## src/rtl/tick_gen_pkg.sv

```systemverilog
// Shared definitions for the multi-channel tick generator: channel state
// encoding and the default sizing constants used by the top level.
package tick_gen_pkg;

  // Per-channel sequencing state. DONE is only reached in one-shot mode.
  typedef enum logic [1:0] {
    ST_IDLE = 2'd0,
    ST_RUN  = 2'd1,
    ST_DONE = 2'd2
  } chan_state_t;

  localparam int DEF_NCHAN  = 4;
  localparam int DEF_INT_W  = 8;
  // The fractional accumulator must be at least one bit wide.
  localparam int DEF_FRAC_W = 8;

endpackage

```

## src/rtl/tick_gen_chan.sv

```systemverilog
// One timebase channel: fractional divider (integer down-counter plus a
// fractional phase accumulator whose carry stretches a period by one cycle),
// IDLE/RUN/DONE sequencing and registered pulse / NRZ outputs.
module tick_gen_chan
  import tick_gen_pkg::*;
#(
  parameter int INT_W  = DEF_INT_W,
  parameter int FRAC_W = DEF_FRAC_W
) (
  input  logic              clk,
  input  logic              rst,
  input  logic              en,
  input  logic              oneshot,
  input  logic [INT_W-1:0]  div_int,
  input  logic [FRAC_W-1:0] div_frac,
  input  logic              rs,
  output logic              tick_pulse,
  output logic              tick_nrz,
  output logic              running
);

  localparam logic [INT_W:0] CTR_ONE = {{INT_W{1'b0}}, 1'b1};

  chan_state_t       state_reg, state_next;
  logic [INT_W:0]    ctr_reg, ctr_next;
  logic [FRAC_W-1:0] acc_reg, acc_next;
  logic              pulse_reg, nrz_reg, running_reg;

  logic              go;
  logic              evt;
  logic [FRAC_W:0]   acc_sum;
  logic [INT_W:0]    reload_val;

  assign go = en && (div_int != '0);

  // Carry out of the accumulator adds one cycle to the next period; the
  // reload is one bit wider than the divisor so int=max plus carry fits.
  assign acc_sum    = {1'b0, acc_reg} + {1'b0, div_frac};
  assign reload_val = {1'b0, div_int} + {{INT_W{1'b0}}, acc_sum[FRAC_W]};

  // Next-state, counter and accumulator update; disable beats restart, and
  // restart beats an event on the same cycle.
  always_comb begin
    state_next = state_reg;
    ctr_next   = ctr_reg;
    acc_next   = acc_reg;
    evt        = 1'b0;
    case (state_reg)
      ST_IDLE: begin
        if (go) begin
          state_next = ST_RUN;
          ctr_next   = {1'b0, div_int};
          acc_next   = '0;
        end
      end
      ST_RUN: begin
        if (!go) begin
          state_next = ST_IDLE;
          ctr_next   = '0;
          acc_next   = '0;
        end else if (rs) begin
          ctr_next = {1'b0, div_int};
          acc_next = '0;
        end else if (ctr_reg == CTR_ONE) begin
          evt      = 1'b1;
          acc_next = acc_sum[FRAC_W-1:0];
          if (oneshot) begin
            state_next = ST_DONE;
          end else begin
            ctr_next = reload_val;
          end
        end else begin
          ctr_next = ctr_reg - CTR_ONE;
        end
      end
      ST_DONE: begin
        if (!go) begin
          state_next = ST_IDLE;
          ctr_next   = '0;
          acc_next   = '0;
        end else if (rs) begin
          state_next = ST_RUN;
          ctr_next   = {1'b0, div_int};
          acc_next   = '0;
        end
      end
      default: begin
        state_next = ST_IDLE;
        ctr_next   = '0;
        acc_next   = '0;
      end
    endcase
  end

  // State and output registers; the NRZ level is cleared only by reset.
  always_ff @(posedge clk) begin
    if (rst) begin
      state_reg   <= ST_IDLE;
      ctr_reg     <= '0;
      acc_reg     <= '0;
      pulse_reg   <= 1'b0;
      nrz_reg     <= 1'b0;
      running_reg <= 1'b0;
    end else begin
      state_reg   <= state_next;
      ctr_reg     <= ctr_next;
      acc_reg     <= acc_next;
      pulse_reg   <= evt;
      nrz_reg     <= nrz_reg ^ evt;
      running_reg <= (state_next == ST_RUN);
    end
  end

  assign tick_pulse = pulse_reg;
  assign tick_nrz   = nrz_reg;
  assign running    = running_reg;

endmodule

```

## src/rtl/tick_gen.sv

```systemverilog
// Multi-channel timebase generator. Each channel divides clk by
// int + frac/2^FRAC_W independently; restart_all realigns all phases.
module tick_gen
  import tick_gen_pkg::*;
#(
  parameter int NCHAN  = DEF_NCHAN,
  parameter int INT_W  = DEF_INT_W,
  parameter int FRAC_W = DEF_FRAC_W
) (
  input  logic                    clk,
  input  logic                    rst,
  input  logic [NCHAN-1:0]        cfg_en,
  input  logic [NCHAN-1:0]        cfg_oneshot,
  input  logic [NCHAN*INT_W-1:0]  cfg_int,
  input  logic [NCHAN*FRAC_W-1:0] cfg_frac,
  input  logic [NCHAN-1:0]        restart,
  input  logic                    restart_all,
  output logic [NCHAN-1:0]        tick_pulse,
  output logic [NCHAN-1:0]        tick_nrz,
  output logic [NCHAN-1:0]        running
);

  // One channel per slice of the packed configuration vectors.
  for (genvar gi = 0; gi < NCHAN; gi++) begin : g_chan
    tick_gen_chan #(
      .INT_W  (INT_W),
      .FRAC_W (FRAC_W)
    ) u_chan (
      .clk        (clk),
      .rst        (rst),
      .en         (cfg_en[gi]),
      .oneshot    (cfg_oneshot[gi]),
      .div_int    (cfg_int[gi*INT_W +: INT_W]),
      .div_frac   (cfg_frac[gi*FRAC_W +: FRAC_W]),
      .rs         (restart[gi] | restart_all),
      .tick_pulse (tick_pulse[gi]),
      .tick_nrz   (tick_nrz[gi]),
      .running    (running[gi])
    );
  end

endmodule

```

## config.mk

```make
export PLATFORM = sky130hd
export DESIGN_NAME = tick_gen
export DESIGN_NICKNAME = d
export VERILOG_FILES = /design/src/rtl/tick_gen_pkg.sv /design/src/rtl/tick_gen_chan.sv /design/src/rtl/tick_gen.sv
export SDC_FILE = /design/constraint.sdc
export NUM_CORES = 1
export LEC_CHECK = 0
export CAP_MARGIN = 20
export CELL_PAD_IN_SITES_DETAIL_PLACEMENT = 0
export CELL_PAD_IN_SITES_GLOBAL_PLACEMENT = 2
export CORE_ASPECT_RATIO = 2
export CORE_MARGIN = 2
export CORE_UTILIZATION = 36
export DETAILED_ROUTE_END_ITERATION = 6
export GPL_TIMING_DRIVEN = 0
export PLACE_DENSITY_LB_ADDON = 0.1
export SLEW_MARGIN = 20
export SYNTH_ARGS = -nofsm -noshare
export SYNTH_HDL_FRONTEND = slang
export SYNTH_SLANG_ARGS = --single-unit
```

## constraint.sdc

```tcl
create_clock -name clk -period 9.45 [get_ports clk]
set_clock_uncertainty 0.15 [all_clocks]
set_input_delay 1.89 -clock clk [delete_from_list [all_inputs] [get_ports clk]]
set_output_delay 1.89 -clock clk [all_outputs]
set_load 0.03 [all_outputs]
```

==> impl_results.md, run 1 <==
* CP cell instances: clkdlybuf4s50_1 > ha_1 > inv_1 > fa_1 > nor2b_1 > o21a_1 > o211ai_1 > a21boi_0 > o21ai_0 > nand2b_1 > ha_1 > and3_1 > nand3_1 > xor2_1 > o21ai_0 > a21oi_1 > o41ai_1
* Core Region at 19190 µm²
* Mapped Area at 6987 µm²
* EDFF count, synth at 0
* Synth Area in XOR/XNOR at 5.390%
* Setup Buffers After CTS at 0
* Logic pwr share at 23.0%
* Internal Power at 723.0 µW
* Setup slack, reg-to-reg at 5890 ps
* Mux cell area share after synthesis at 1.594%
* Area grow syn2layout at 21.70%
* Fillers at 2016
* Die Area at 20610 µm²
* Register area share after synthesis at 25.21%
* Post-DP HPWL at 18.57 mm
* Post-synthesis adder-cell area fraction at 9.742%
* Worst r2r src: g_chan[3].u_chan.acc_reg[0]$_SDFFE_PP0P_
* Post-synthesis compound-gate area fraction at 27.31%
* Synth Flop Type: dfxtp_1
* Avg WL per Cell at 19.08 µm
* Critical path class: in2reg
* Total gr overflow at 0
* Fin crit share at 55.77%
* Max frequency at 189.7 MHz
* Final Cell Area at 8503 µm²
* Yosys reg bits at 88
* Setup slack after layout at 4179 ps
* Setup crit start kind: input port
* Total GRT Usage at 23.90%
* Hold Vio Cnt, Final at 0
* PostCTS Resize Cnt at 0
* P_sw at 324.3 µW
* Actual slew at the worst max-slew pin at 1039 ps
* Syn_area_per_cell at 7.859 µm²
* Max cap viols at 0
* Yosys warnings at 0
* Clock edge transition at the registers on the reported setup and hold paths at 70 ps
* Most frequent cells in the layout: nor2_1 (101), dfxtp_1 (88), clkdlybuf4s50_1 (87)
* N_diodes at 0
* Net switching fraction of the power at 30.97%
* Routed wire length at 23.87 mm
* Clock group share of total power at 38.6%
* Post-Synth Simple-Gate Area at 24.82%
* Pwr/cell area at 123.2 nW/µm²
* Vias per cell at 5.624
* Post-synth cell types at 86
* Peak VDD IR at 0.00007567 V
* Deepest clock path buffer count at 2
* Commonest non-fill, non-tap cell in the layout: nor2_1
* Initial antenna violation count at 0
* Leak pwr at 0.003237 µW
* Clk sinks at 88
* Clk_lat worst skew at 350 ps
* Number of remaining DRC errors at 0
* Largest register FFs at 36
* Worst Hold Depth at 2
* # rows at 72
* WHS Endpoint: g_chan[3].u_chan.acc_reg[5]$_SDFFE_PP0P_
* Worst EP arrival at 5370 ps
* Io pins at 91
* Routed via count at 7035
* Share of layout cells above drive strength 1 at 7.056%
* Routability Congestion at 0.8411
* Mapped Nets at 1020
* Clock buffer count from CTS at 9
* Min Tclk post-route at 5271 ps
* DIE WIDTH at 102.5 µm
* Die height at 201.0 µm
* Final setup viols at 0
* 1st-iter DRT viols at 240
* Final ANT Viol Nets at 0
* First-pass GRT wire length at 37.85 mm
* Status: finished clean
* Hold WS at 327.9 ps
* 1st-pass router iterations at 5
* Max incr delay on CP at 490 ps
* Hold_sp: g_chan[3].u_chan.acc_reg[5]$_SDFFE_PP0P_
* Vias in the first global route at 7201
* R2R Path End: g_chan[3].u_chan.ctr_reg[7]$_SDFFE_PP0P_
* Largest net degree at the start of global routing at 16
* Initial cell density of the core at 36.41%
* Type of the most critical hold path: reg2reg
* FF-to-FF path depth at 16
* Max Fanout on Critical Path at 5
* Critical path's slowest cell: clkdlybuf4s50_1
* Worst endpoint required time at 9550 ps
* RSZ-0062 raised after global routing: no
* Sequential power share at 38.4%
* Slew HR at 30.74%
* Cells after Synth at 889
* Share of flip-flops with an asynchronous set or reset at 0%
* Hold_buf cts at 0
* Crit path capture type: flop
* Nets at 1118
* CTS tree: yes
* Port Buffers at 87
* H-tree depth at 3
* Fin Setup TNS at 0 ps
* Root Buffer: clkbuf_16
* Largest family of logic cells by synthesized area: compound AO/OA/AOI/OAI gates
* Final Max Tran Viols at 0
* Setup Slack @ Placement at 3875 ps
* Placed instance area at 8182 µm²
per-layer routing:
metal | wire length (µm) | vias to the layer above | GRT usage [%]
met5 | 0 | - | 0
met4 | 1258 | 0 | 12.24
met3 | 733 | 69 | 2.577
met2 | 13100 | 179 | 45.35
met1 | 8772 | 3290 | 24.58
li1 | - | 3497 | -
synth_stat cells (all sizes together), types with 8 or more instances:
cell type	instances	area, µm²
a22oi	15	112.6
mux2i	10	100.1
inv	43	161.4
nor4	15	106.4
a211oi	28	225.2
or3	9	61.31
o31ai	10	75.07
nor3	19	100.1
o21ai	44	224.0
o211ai	13	97.59
nand2	64	240.2
dfxtp	88	1762
xnor2	30	262.8
xor2	13	113.9
nor3b	11	87.58
a21oi	56	287.8
ha	48	600.6
buf	22	147.6
nor2	103	391.6
nand3b	9	67.56
nand3	20	100.1
or2	8	50.05
a31oi	15	108.9
nor2b	9	56.30
a21o	18	135.1
a2111oi	8	76.32
and3	11	68.82
nand2b	10	62.56
and2	9	56.30
a311oi	10	87.58
or4	13	101.4
clkbuf	28	105.1
power groups by stage:
stage	sequential (µW)	combinational (µW)	clock [µW]
after floorplan	405	147	0
after global placement	410	242	0
after detailed placement	411	240	0
after CTS	402	242	417
after global routing	405	264	430
final	402	241	404
how the worst max path moves through the flow:
stage,endpoint,start
after floorplan,g_chan[3].u_chan.ctr_reg[7]$_SDFFE_PP0P_,cfg_frac[24]
after detailed placement,g_chan[3].u_chan.ctr_reg[7]$_SDFFE_PP0P_,cfg_frac[24]
after global routing,g_chan[3].u_chan.ctr_reg[7]$_SDFFE_PP0P_,cfg_frac[24]
after global placement,g_chan[3].u_chan.ctr_reg[7]$_SDFFE_PP0P_,cfg_frac[24]
after CTS,g_chan[3].u_chan.ctr_reg[7]$_SDFFE_PP0P_,cfg_frac[24]
final,g_chan[3].u_chan.ctr_reg[7]$_SDFFE_PP0P_,cfg_frac[24]
worst max-delay path, delay by kind of cell:
family | cells | cell delay, ps
and+or+nand+nor | 4 | 650
adders and majority gates | 3 | 830
buffers and inverters | 2 | 550
xor gates and xnor gates | 1 | 170
AOI/OAI and AO/OA | 7 | 1280
logic make-up after synthesis:
group           Yosys count
xor+xnor                 43
mux                      11
simple gates            332
buf+inv                  93
fa+ha+maj                52
flops                    88
compound gates          270
final cells by class:
cell class	instances	area [µm²]	share of cell area, %
Sequential cell	88	1762	20.72
Clock inverter	6	92.59	1.089
Timing Repair Buffer	87	870.8	10.24
Clock buffer	10	229.0	2.693
Buffer	50	252.7	2.972
Multi-Input combinational cell	708	4811	56.58
Inverter	43	161.4	1.898
Tap cell	259	324.1	3.811
metrics by stage:
step | std cells | total power (µW) | utilization (%)
detailed placement | 1235 | 650.8 | 42.64
global route | 1251 | 1099 | 44.31
finish | 1251 | 1047 | 44.31
global placement | 1235 | 651.9 | 42.64
floorplan | 889 | 552.6 | -
CTS | 1251 | 1060 | 44.31
No activity file was read; power rests on OpenSTA's default activity.
==> run 2: changes to the inputs <==
- CORE_UTILIZATION: 36 -> 30
- clock period: 9.45 -> 4.24 ns (I/O delays scaled with it)
==> impl_results.md, run 2 (synthesis gave the netlist of run 1 again) <==
* Routed via count at 6984
* FF-to-FF path depth at 16
* Total GRT Usage at 18.44%
* Final setup viols at 0
* Placed instance area at 8218 µm²
* DIE WIDTH at 111.9 µm
* Setup slack after layout at 302.0 ps
* Vias in the first global route at 6732
* Hold_buf cts at 0
* R2R Path End: g_chan[3].u_chan.ctr_reg[7]$_SDFFE_PP0P_
* Port Buffers at 87
* RSZ-0062 raised after global routing: no
* P_sw at 706.5 µW
* Setup crit start: cfg_frac[24]
* Clock group share of total power at 39.9%
* Commonest non-fill, non-tap cell in the layout: nor2_1
* Initial cell density of the core at 30.34%
* Io pins at 91
* Largest register FFs at 36
* First-pass GRT wire length at 36.00 mm
* Most frequent cells in the layout: nor2_1 (101), dfxtp_1 (88), clkdlybuf4s50_1 (87)
* Routability Congestion at 0.8468
* H-tree depth at 3
* Peak VDD IR at 0.0001491 V
* Clk_lat worst skew at 360 ps
* Max Fanout on Critical Path at 5
* Setup Slack @ Placement at -321.9 ps
* 1st-iter DRT viols at 351
* CTS tree: yes
* Nets at 1118
* Pwr/cell area at 276.2 nW/µm²
* Routed wire length at 23.07 mm
* Internal Power at 1666 µW
* Die Area at 24600 µm²
* Setup slack, reg-to-reg at 940 ps
* Dpl cells at 1259
* Type of the most critical hold path: reg2reg
* Largest net degree at the start of global routing at 15
* Total gr overflow at 0
* Number of remaining DRC errors at 0
* Max cap viols at 0
* Worst Hold Depth at 2
* Hold WS at 332.7 ps
* 1st-pass router iterations at 5
* End point of the critical path: g_chan[3].u_chan.ctr_reg[7]$_SDFFE_PP0P_
* # rows at 79
* Final Cell Area at 8587 µm²
* Sequential power share at 37.8%
* Final ANT Viol Nets at 0
* Avg WL per Cell at 18.08 µm
* Core Region at 23030 µm²
* Worst endpoint required time at 4340 ps
* Logic pwr share at 22.3%
* Deepest clock path buffer count at 2
* Clock edge transition at the registers on the reported setup and hold paths at 70 ps
* Clk sinks at 88
* Leak pwr at 0.003257 µW
* Crit path capture type: flop
* Vias per cell at 5.473
* Post-DP HPWL at 17.63 mm
* Fin crit share at 92.88%
* Actual slew at the worst max-slew pin at 971.3 ps
* Initial antenna violation count at 0
* Final Non-Filler Cells at 1276
* Final Max Tran Viols at 0
* Die height at 219.8 µm
* Share of layout cells above drive strength 1 at 7.661%
* Net switching fraction of the power at 29.78%
* Status: finished clean
* Setup crit start kind: input port
* Min Tclk post-route at 3938 ps
* Area grow syn2layout at 22.90%
* Worst r2r src: g_chan[3].u_chan.acc_reg[0]$_SDFFE_PP0P_
* Slew HR at 35.12%
* Critical path class: in2reg
* Final Core Density at 37.28%
* Max frequency at 253.9 MHz
* Worst EP arrival at 4040 ps
* Clock buffer count from CTS at 9
* Root Buffer: clkbuf_16
* Hold Vio Cnt, Final at 0
## run 2: worst max-delay path: stages
cell and delay (ps):
clkdlybuf4s50_1 480, ha_1 180, inv_1 60, fa_1 420, nor2b_2 150, o21a_1 170
o211ai_1 130, a21boi_1 210, o21ai_0 100, nand2b_1 160, ha_4 180, and3_1 200
nand3_2 120, xor2_1 160, o21ai_0 140, a21oi_1 90, o41ai_1 260
## run 2: metal layers
layer  GRT usage (%)  vias to the layer above  wire length (µm)
met5               0                        -                 0
met4           5.885                        0               425
met3           2.338                       26               860
met2           32.32                      149             11450
met1           23.38                     3297             10330
li1                -                     3512                 -
## run 2: timing repair
action | CTS | global route
setup buffers | 0 | 1
endpoints found under the setup margin | 0 | 9
gates resized for setup | 0 | 7
## run 2: worst min path at each step
stage / slack (ps) / end / from
after floorplan: 300 / g_chan[3].u_chan.acc_reg[5]$_SDFFE_PP0P_ / g_chan[3].u_chan.acc_reg[5]$_SDFFE_PP0P_
after global placement: 320 / g_chan[3].u_chan.acc_reg[5]$_SDFFE_PP0P_ / g_chan[3].u_chan.acc_reg[5]$_SDFFE_PP0P_
after detailed placement: 320 / g_chan[3].u_chan.acc_reg[5]$_SDFFE_PP0P_ / g_chan[3].u_chan.acc_reg[5]$_SDFFE_PP0P_
after CTS: 330 / g_chan[3].u_chan.acc_reg[5]$_SDFFE_PP0P_ / g_chan[3].u_chan.acc_reg[5]$_SDFFE_PP0P_
after global routing: 370 / g_chan[3].u_chan.acc_reg[5]$_SDFFE_PP0P_ / g_chan[3].u_chan.acc_reg[5]$_SDFFE_PP0P_
final: 330 / g_chan[3].u_chan.acc_reg[5]$_SDFFE_PP0P_ / g_chan[3].u_chan.acc_reg[5]$_SDFFE_PP0P_
## run 2: stage by stage
stage / TNS (ps) / total power, µW
floorplan: 0 / 1232
global placement: -699.3 / 1445
detailed placement: -738.7 / 1443
CTS: 0 / 2398
global route: 0 / 2484
finish: 0 / 2372
## run 2: layout make-up
cell class                 instances  area, µm²
tap                              283      354.1
buffer                            49      249.0
antenna                            1      2.502
clock inverter                     6      107.6
sequential                        88       1762
multi-input combinational        708       4843
inverter                          43      161.4
clock buffer                      10      229.0
timing repair buffer              88      878.3
fill                            2458      14440
## run 2: power by group through the flow
stage / clock network, µW / logic, µW / registers, µW
after detailed placement: 0 / 528 / 915
after floorplan: 0 / 329 / 903
after global placement: 0 / 530 / 914
after CTS: 971 / 531 / 896
after global routing: 998 / 584 / 902
final: 946 / 530 / 897
==> run 3: changes to the inputs <==
- ABC_AREA: not set -> 1
- CORE_ASPECT_RATIO: 2 -> 0.7
- CORE_UTILIZATION: 30 -> 27
- CTS_CLUSTER_SIZE: not set -> 16
==> impl_results.md, run 3 <==
* Status: finished clean
* Setup Slack @ Placement at -264.1 ps
* Max Fanout on Critical Path at 5
* Mapped Area at 7729 µm²
* Most instantiated cells after synthesis: nand2_1 (446), nor2_1 (137), nand3_1 (125), inv_1 (123), a21oi_1 (101)
* DR top layer: met5
* Hold_buf cts at 0
* Post-DP HPWL at 19.68 mm
* Leak pwr at 0.004349 µW
* # rows at 51
* Yosys top cell by area: dfxtp_1
* Clock edge transition at the registers on the reported setup and hold paths at 70 ps
* Most frequent cells in the layout: nand2_1 (446), nor2_1 (135), nand3_1 (125)
* Actual slew at the worst max-slew pin at 758.4 ps
* Fillers at 3193
* Initial cell density of the core at 27.65%
* Min Tclk post-route at 3866 ps
* Mapped Nets at 1420
* Dpl cells at 1750
* Tot Pwr at 2365 µW
* Total GRT Usage at 17.07%
* Max cap viols at 0
* Die height at 145.6 µm
* FF-to-FF path depth at 22
* Number of remaining DRC errors at 0
* Count leader, synth: nand2_1
* Io pins at 91
* CTS tree: yes
* Setup crit start kind: input port
* Clk sinks at 88
* Metal2 WL at 10.40 mm
* Port Buffers at 90
* Peak VDD IR at 0.0001759 V
* Avg WL per Cell at 13.96 µm
* Post-synth cell types at 37
* Type of the most critical hold path: reg2reg
* Nets at 1521
* Register area share after synthesis at 22.79%
* Share of flip-flops with an asynchronous set or reset at 0%
* Final Max Tran Viols at 0
* Worst Hold Depth at 1
* Max incr delay on CP at 480 ps
* 1st-iter DRT viols at 373
* Routability Congestion at 0.7855
* Die Area at 30020 µm²
* RSZ-0062 raised after global routing: yes
* Core Region at 27950 µm²
* Delay-heaviest family, CP: simple AND/OR/NAND/NOR gates
* Max frequency at 258.6 MHz
* Yosys warnings at 0
* Pwr/cell area at 251.5 nW/µm²
* Critical path class: in2reg
* Fin crit share at 91.19%
* Cells after Synth at 1289
* Routed via count at 8039
* EDFF count, synth at 0
* Initial antenna violation count at 2
* CP cell instances: clkdlybuf4s50_1 > ha_1 > inv_1 > fa_1 > inv_1 > nand3_1 > nand2_1 > nand2_1 > nand2_1 > nand2_1 > nand2_1 > a21oi_1 > o21bai_1 > ha_1 > nand2_1 > nor2_1 > nand3_1 > nand3_1 > nand3_1 > nand2_1 > nand2_1 > nand2_1 > a21oi_1
* CP Depth at 23
* DIE WIDTH at 206.2 µm
* Critical path's slowest cell: clkdlybuf4s50_1
* Area grow syn2layout at 21.69%
* Synth Flop Type: dfxtp_1
* Vias per cell at 4.550
* Met3 wire length at 802 µm
* Share of layout cells above drive strength 1 at 8.315%
* Clock buffer count from CTS at 9
* Final Non-Filler Cells at 1767
* Most used cell, CP: nand2_1
* Setup slack, reg-to-reg at 1000 ps
* Clk_lat worst skew at 370 ps
* Hold Vio Cnt, Final at 0
* Synth top area cells: dfxtp_1 (23%), nand2_1 (22%), nand3_1 (8.1%)
* Worst EP arrival at 3940 ps
* Final ANT Viol Nets at 0
* Vias in the first global route at 7604
* M1 WL at 13.25 mm
* Post-synth top area share at 22.79%
* Root Buffer: clkbuf_16
* Syn_area_per_cell at 5.996 µm²
* Deepest clock path buffer count at 2
* Yosys reg bits at 88
* Slew HR at 49.44%
* Final setup viols at 0
* Largest register FFs at 36
* Setup slack after layout at 373.6 ps
* Buf/Inv on CP at 3
* Crit path capture type: flop
* Total gr overflow at 0
* First-pass GRT wire length at 40.43 mm
* Largest net degree at the start of global routing at 15
* H-tree depth at 3
* 1st-pass router iterations at 5
* Commonest non-fill, non-tap cell in the layout: nand2_1
* Routed wire length at 24.67 mm
* Worst endpoint required time at 4310 ps
* Fin Setup TNS at 0 ps
[run 3: repair_timing]
item,4_1_cts,5_1_grt
resized for setup,0,4
endpoints found under the setup margin,0,9
buffers inserted,0,0
[run 3: kinds of logic after synthesis]
| kind of cell | share of synthesized area [%] |
|---|---|
| buf+inv | 8.920 |
| fa+ha+maj | 8.807 |
| xor+xnor | 1.700 |
| flops | 22.79 |
| compound gates | 12.37 |
| simple gates | 45.41 |
[run 3: layout make-up]
type	count	area (µm²)	area share, %
timing repair buffer	90	900.9	9.578
sequential	88	1762	18.73
clock inverter	4	53.80	0.5720
clock buffer	12	246.5	2.621
inverter	137	514.2	5.468
tap	371	464.2	4.935
antenna	1	2.502	0.02661
buffer	30	175.2	1.862
multi-input combinational	1034	5286	56.21
[run 3: metrics by stage]
| stage | utilization [%] | area (µm²) | hold slack (ps) |
|---|---|---|---|
| floorplan | - | 7729 | 273.0 |
| global placement | 32.54 | 9094 | 286.8 |
| detailed placement | 32.54 | 9094 | 297.8 |
| CTS | 33.61 | 9394 | 306.9 |
| global route | 33.64 | 9403 | 339.5 |
| finish | 33.65 | 9405 | 302.6 |
[run 3: path summary, 6_finish.rpt]
kind,start,end
worst min-delay path,g_chan[2].u_chan.tick_nrz$_SDFF_PP0_,g_chan[2].u_chan.tick_nrz$_SDFF_PP0_
worst min register to register,g_chan[2].u_chan.tick_nrz$_SDFF_PP0_,g_chan[2].u_chan.tick_nrz$_SDFF_PP0_
worst max register to register,g_chan[0].u_chan.acc_reg[0]$_SDFFE_PP0P_,g_chan[0].u_chan.ctr_reg[7]$_SDFFE_PP0P_
worst max-delay path,cfg_frac[0],g_chan[0].u_chan.ctr_reg[7]$_SDFFE_PP0P_
[run 3: routing by layer]
layer | track usage, % | vias up
li1 | - | 4348
met1 | 25.20 | 3603
met2 | 25.52 | 71
met3 | 3.762 | 15
met5 | 0 | -
met4 | 2.821 | 2
[run 3: power breakdown]
group / internal (µW) / leakage (µW) / switching (µW)
Clock: 475 / 0.000139 / 371
Sequential: 858 / 0.000718 / 31.8
Combinational: 245 / 0.00349 / 384
Total: 1580 / 0.00435 / 787
